--- src/rtl/comparador_sequencial_param_if.sv ---
// Handshaked operand/result bundle of the sequential word comparator.
interface comparador_sequencial_param_if #(
    parameter int WIDTH = 8
);
    logic             in_valid;
    logic             in_ready;
    logic [WIDTH-1:0] a;
    logic [WIDTH-1:0] b;
    logic             signed_mode;
    logic             out_valid;
    logic             out_ready;
    logic             eq;
    logic             gt;
    logic             lt;

    modport master (
        output in_valid, a, b, signed_mode, out_ready,
        input  in_ready, out_valid, eq, gt, lt
    );

    modport slave (
        input  in_valid, a, b, signed_mode, out_ready,
        output in_ready, out_valid, eq, gt, lt
    );
endinterface

--- src/rtl/comparador_sequencial_param.sv ---
// Compares WIDTH-bit pairs (unsigned/signed), counts matches and mismatch runs, drives warn/alarm FSM.
// Latency: 1 cycle from accept to eq/gt/lt; single output register, 1 pair/cycle sustained.
// Backpressure: in_ready = !out_valid || out_ready; a stalled result is held stable.
module comparador_sequencial_param #(
    parameter int WIDTH    = 8,
    parameter int CW       = 8,
    parameter int WARN_TH  = 3,
    parameter int ALARM_TH = 6
) (
    input  logic                         clk,
    input  logic                         rst_n,
    comparador_sequencial_param_if.slave bus,
    input  logic                         clr,
    output logic [CW-1:0]                match_cnt,
    output logic [CW-1:0]                miss_run,
    output logic [1:0]                   state,
    output logic                         alarm
);

    if (WIDTH < 1) begin : g_bad_width
        $error("comparador_sequencial_param: WIDTH must be >= 1");
    end
    if (CW < 2 || CW > 30) begin : g_bad_cw
        $error("comparador_sequencial_param: CW must be in 2..30");
    end
    if (WARN_TH < 1 || WARN_TH >= ALARM_TH || ALARM_TH > (2 ** CW) - 1) begin : g_bad_th
        $error("comparador_sequencial_param: need 1 <= WARN_TH < ALARM_TH <= 2^CW-1");
    end

    typedef struct packed {
        logic eq;
        logic gt;
        logic lt;
    } res_t;

    typedef enum logic [1:0] {
        S_OK    = 2'b00,
        S_WARN  = 2'b01,
        S_ALARM = 2'b10
    } state_t;

    localparam logic [WIDTH-1:0] SIGN_BIT = WIDTH'(1) << (WIDTH - 1);
    localparam logic [CW-1:0]    CNT_SAT  = '1;
    localparam logic [CW-1:0]    WARN_C   = CW'(WARN_TH);
    localparam logic [CW-1:0]    ALARM_C  = CW'(ALARM_TH);

    logic             accept;
    logic             out_valid_q;
    res_t             res_d;
    res_t             res_q;
    logic [WIDTH-1:0] a_key;
    logic [WIDTH-1:0] b_key;
    logic [CW-1:0]    match_q;
    logic [CW-1:0]    match_d;
    logic [CW-1:0]    miss_q;
    logic [CW-1:0]    miss_d;
    state_t           state_q;
    state_t           state_d;

    assign bus.in_ready = rst_n && (!out_valid_q || bus.out_ready);
    assign accept       = bus.in_valid && bus.in_ready;

    // Flipping the sign bit maps two's-complement order onto unsigned order.
    always_comb begin
        a_key    = bus.a ^ (bus.signed_mode ? SIGN_BIT : '0);
        b_key    = bus.b ^ (bus.signed_mode ? SIGN_BIT : '0);
        res_d    = '0;
        res_d.eq = (bus.a == bus.b);
        res_d.gt = (a_key > b_key);
        res_d.lt = (a_key < b_key);
    end

    always_comb begin
        match_d = match_q;
        miss_d  = miss_q;
        if (accept) begin
            if (res_d.eq) begin
                if (match_q != CNT_SAT) begin
                    match_d = match_q + CW'(1);
                end
                miss_d = '0;
            end else if (miss_q != CNT_SAT) begin
                miss_d = miss_q + CW'(1);
            end
        end
    end

    // Thresholds are judged on the run length including the pair being accepted.
    always_comb begin
        state_d = state_q;
        if (clr) begin
            state_d = S_OK;
        end else if (accept) begin
            case (state_q)
                S_OK: begin
                    if (miss_d >= WARN_C) begin
                        state_d = S_WARN;
                    end
                end
                S_WARN: begin
                    if (res_d.eq) begin
                        state_d = S_OK;
                    end else if (miss_d >= ALARM_C) begin
                        state_d = S_ALARM;
                    end
                end
                S_ALARM: state_d = S_ALARM;
                default: state_d = S_OK;
            endcase
        end
    end

    always_ff @(posedge clk or negedge rst_n) begin
        if (!rst_n) begin
            state_q <= S_OK;
        end else begin
            state_q <= state_d;
        end
    end

    always_ff @(posedge clk or negedge rst_n) begin
        if (!rst_n) begin
            match_q <= '0;
            miss_q  <= '0;
        end else if (clr) begin
            match_q <= '0;
            miss_q  <= '0;
        end else begin
            match_q <= match_d;
            miss_q  <= miss_d;
        end
    end

    // Result flags are forced to zero whenever no result is being presented.
    always_ff @(posedge clk or negedge rst_n) begin
        if (!rst_n) begin
            out_valid_q <= 1'b0;
            res_q       <= '0;
        end else if (accept) begin
            out_valid_q <= 1'b1;
            res_q       <= res_d;
        end else if (bus.out_ready) begin
            out_valid_q <= 1'b0;
            res_q       <= '0;
        end
    end

    assign bus.out_valid = out_valid_q;
    assign bus.eq        = res_q.eq;
    assign bus.gt        = res_q.gt;
    assign bus.lt        = res_q.lt;
    assign match_cnt     = match_q;
    assign miss_run      = miss_q;
    assign state         = state_q;
    assign alarm         = (state_q == S_ALARM);

endmodule

--- src/flat_wrapper.sv ---
// flat-port wrapper written by rule: the top's interface ports become plain ports
module comparador_sequencial_param_flat 
#(
    parameter int WIDTH    = 8,
    parameter int CW       = 8,
    parameter int WARN_TH  = 3,
    parameter int ALARM_TH = 6
)
  (clk, rst_n, clr, match_cnt, miss_run, state, alarm, bus_in_valid, bus_a, bus_b, bus_signed_mode, bus_out_ready, bus_in_ready, bus_out_valid, bus_eq, bus_gt, bus_lt);
  comparador_sequencial_param_if #(.WIDTH(WIDTH)) bus_i ();
  input  logic clk;
  input  logic rst_n;
  input  logic clr;
  output logic [CW-1:0] match_cnt;
  output logic [CW-1:0] miss_run;
  output logic [1:0] state;
  output logic alarm;
  input wire logic [$bits(bus_i.in_valid)-1:0] bus_in_valid;
  input wire logic [$bits(bus_i.a)-1:0] bus_a;
  input wire logic [$bits(bus_i.b)-1:0] bus_b;
  input wire logic [$bits(bus_i.signed_mode)-1:0] bus_signed_mode;
  input wire logic [$bits(bus_i.out_ready)-1:0] bus_out_ready;
  output wire logic [$bits(bus_i.in_ready)-1:0] bus_in_ready;
  output wire logic [$bits(bus_i.out_valid)-1:0] bus_out_valid;
  output wire logic [$bits(bus_i.eq)-1:0] bus_eq;
  output wire logic [$bits(bus_i.gt)-1:0] bus_gt;
  output wire logic [$bits(bus_i.lt)-1:0] bus_lt;
  assign bus_i.in_valid = bus_in_valid;
  assign bus_i.a = bus_a;
  assign bus_i.b = bus_b;
  assign bus_i.signed_mode = bus_signed_mode;
  assign bus_i.out_ready = bus_out_ready;
  assign bus_in_ready = bus_i.in_ready;
  assign bus_out_valid = bus_i.out_valid;
  assign bus_eq = bus_i.eq;
  assign bus_gt = bus_i.gt;
  assign bus_lt = bus_i.lt;
  comparador_sequencial_param #(.WIDTH(WIDTH), .CW(CW), .WARN_TH(WARN_TH), .ALARM_TH(ALARM_TH)) u_core (.clk(clk), .rst_n(rst_n), .bus(bus_i), .clr(clr), .match_cnt(match_cnt), .miss_run(miss_run), .state(state), .alarm(alarm));
endmodule
--- config.mk ---
export PLATFORM = sky130hd
export DESIGN_NAME = comparador_sequencial_param_flat
export DESIGN_NICKNAME = d
export VERILOG_FILES = /design/src/rtl/comparador_sequencial_param_if.sv /design/src/rtl/comparador_sequencial_param.sv /design/src/flat_wrapper.sv
export SDC_FILE = /design/constraint.sdc
export NUM_CORES = 1
export LEC_CHECK = 0
export ABC_AREA = 1
export CAP_MARGIN = 5
export CORE_MARGIN = 2
export CORE_UTILIZATION = 52
export DETAILED_ROUTE_END_ITERATION = 10
export PLACE_DENSITY = 0.84
export SLEW_MARGIN = 40
export SYNTH_ARGS = -nofsm -noshare
export SYNTH_HDL_FRONTEND = slang
export SYNTH_SLANG_ARGS = --single-unit
export TNS_END_PERCENT = 20
--- constraint.sdc ---
create_clock -name clk -period 3.3 [get_ports clk]
set_clock_uncertainty 0.05 [all_clocks]
set_input_delay 0.66 -clock clk [delete_from_list [all_inputs] [get_ports clk]]
set_output_delay 0.66 -clock clk [all_outputs]
set_load 0.01 [all_outputs]
==> flow_summary.toml <==
[pwr]
pwr_density_cell_mw_per_mm2 = 310.3
ir_drop_mv = 0.3015
p_leak_nw = 1.013

[die]
die_width_um = 60.12
initial_core_util_pct = 54.09
core-area_mm2 = 0.003028
fp.dieH_um = 60.12
die_area_mm2 = 0.003614
std_cell_rows = 20
ios = 46

[yosys]
synth_compound_area_share_pct = 8.862
synth_top_area_share_pct = 33.61
synth_top_family_by_area = "simple AND/OR/NAND/NOR gates"
muxShareOfSynthArea_pct = 0
syn_area_mm2 = 0.001638
synthAdderAreaFrac_pct = 6.875
ys_ff_latch = 22
avgSynthCellArea_um2 = 7.029
syn_inst = 233
syn_nets = 264
yosys.area_share.simple_pct = 40.41
ys_seq_area_share_pct = 33.61
yosys_warnings = 0
synth_xor_area_share_pct = 0.5348
synth_cell_types = 29
synth.largest_area_cell = "dfrtp_1"
synthTopCellsByArea = "dfrtp_1 (34%), nand2_1 (12%), nand3_1 (8.9%)"

[global_routing]
antenna_found_initial = 0
grt_pass1_wl_mm = 6.258
grt_pass1_vias = 1534
track_usage_pct = 22.54
grt_max_degree = 15
grt-ovfl-total = 0

[setup_path]
cp_max_fo = 4
r2r_setup_slack_ns = 1.34
critPathMaxStageDelay_ns = 0.52
worstRegToRegCells = 13
r2r_end = "u_core.state[1]"
critPathSlowestCell = "clkdlybuf4s50_1"
crit_path_end_kind = "primary output"
startpoint_type = "input port"
critPathKind = "in2out"
cp_cell_sequence = "clkdlybuf4s50_1 -> inv_2 -> nand2_4 -> nand2_1 -> inv_1 -> clkdlybuf4s50_1"
startpoint = "bus_out_ready"
rr_startpoint = "u_core.miss_run[0]"
required_ns = 2.59
worstSetupEndpoint = "bus_in_ready"
crit_top_cell = "clkdlybuf4s50_1"
critPathArrivalTime_ns = 1.87

[route]
route.detailed.drc = 0
wire_per_inst_um = 11.19
via_per_inst = 5.000
wirelength_mm = 3.658
drt_iter0_drc = 97
vias = 1635
drtPass1Iterations = 4
final_antenna_net_count = 0

[finish]
n_fill_cell = 256
nets = 315
final_cell_count_no_fill = 327
n_antenna_cell = 0
syn_to_final_growth_pct = 33.54
drive_above_1_share_pct = 10.95

[sta]
fin_setup_tns_ns = 0
worstMarginPinSlew_ns = 0.4333
hold_violations = 0
fin_crit_sh_pct = 78.25
hold_ws_ns = 0.4992
slew_viol_final = 0
rsz0062_at_grt = "false"
post-route-min-period_ns = 2.582
finalSetupViolCount = 0
maxSlewHeadroom_pct = 70.92
max_freq_mhz = 387.3
setup_slack_ns = 0.7178

[cts]
cts_tree = "done"
cts_buffers = 3
clockRootBuffer = "clkbuf_4"
clock_path_buffers = 2
postCtsSetupBuffers = 0
ctsHtreeMaxLevel = 1
clkTransAtPathRegs_ns = 0.12
cts_resized = 0
cts_hold_buffers = 0
cts.sinks = 22
clk_latency_ns = 0.31

[job]
cap_violations = 0

[placement]
routabilityCongestion = 0.9055
port-buffer-count = 45
hpwl_mm = 2.895
dp_cells = 323
dpl_worst_slack_ns = 0.5529

[status]
status = "complete, no violations"

[min_path]
hp-class = "reg2reg"
## stage by stage
stage	instance area, um2	utilization, %	total power, mW
finish	2187	72.23	0.6786
global route	2187	72.23	0.7237
CTS	2187	72.23	0.6845
detailed placement	2151	71.03	0.5343
global placement	2151	71.03	0.5313
floorplan	1638	-	0.4298
## cell usage after synthesis
library cell and count:
nand4_1 4, nor3_2 2, a32o_1 1, nor3_1 5
ha_1 9, inv_1 34, inv_6 1, clkbuf_1 1
nor2_4 3, nand2_2 11, buf_6 1, o21ai_1 3
dfrtp_1 22, o21ai_0 10, o31ai_1 1, a21oi_1 8
o21a_1 1, xor2_1 1, nor4_1 1, nor2_1 20
nand3_4 1, o21bai_1 2, nand3_1 29, and3_1 1
nand2_1 54, clkinv_1 1, nor2_2 4, inv_2 1
nand2_4 1
## critical path, delay by kind of cell
| kind | cells | cell delay (ns) |
|---|---|---|
| and+or+nand+nor | 2 | 0.12 |
| buffers and inverters | 4 | 1.09 |
## report_power, final
group	leakage, nW	total (mW)	internal [mW]	switching [mW]
combinational	0.693	0.219	0.109	0.110
sequential	0.300	0.310	0.289	0.0207
clock	0.0210	0.150	0.0675	0.0820
## layout by cell type (no fill, tap or decap), drive strengths merged
master and n:
a21oi 8, a32o 1, and3 1, buf 3
clkbuf 4, clkdlybuf4s50 45, clkinv 1, dfrtp 22
ha 9, inv 36, nand2 66, nand3 30
nand4 4, nor2 27, nor3 7, nor4 1
o21a 1, o21ai 13, o21bai 2, o31ai 1
xor2 1
## flip-flops by register name (all words and copies together), names as in the netlist
register              flops
u_core.match_cnt          8
u_core.bus.eq             1
u_core.miss_run           8
u_core.bus.out_valid      1
u_core.state              2
u_core.bus.lt             1
u_core.bus.gt             1
## cells by family after synthesis
group | count (synthesis)
simple gates | 136
buf+inv | 39
compound gates | 26
flops | 22
fa+ha+maj | 9
xor+xnor | 1
## cell type report
| class | count | area (um2) | area share, % |
|---|---|---|---|
| clock buffer | 4 | 36.28 | 1.659 |
| sequential | 22 | 550.5 | 25.17 |
| timing repair buffer | 48 | 473.0 | 21.62 |
| inverter | 37 | 143.9 | 6.579 |
| multi-input combinational | 172 | 928.4 | 42.45 |
| tap | 44 | 55.05 | 2.517 |
## worst min path at each step
| stage | from | to | slack [ns] | depth (start not counted) |
|---|---|---|---|---|
| after detailed placement | u_core.bus.eq | u_core.bus.eq | 0.47 | 2 |
| final | u_core.state[1] | u_core.state[1] | 0.50 | 2 |
| after global placement | u_core.bus.lt | u_core.bus.lt | 0.45 | 2 |
| after CTS | u_core.bus.eq | u_core.bus.eq | 0.50 | 2 |
| after floorplan | rst_n | u_core.bus.eq | 0.31 | 0 |
| after global routing | u_core.bus.out_valid | u_core.bus.out_valid | 0.54 | 2 |
## metal layers
metal	global-route usage, %	wire (um)	up-vias	part of all wire [%]
li1	-	-	860	-
met1	29.36	1775	723	49
met2	39.44	1643	47	45
met3	1.515	195	5	5.3
met4	7.302	44	0	1.2
met5	0	0	-	0
Power figures use the tool's default switching activity.
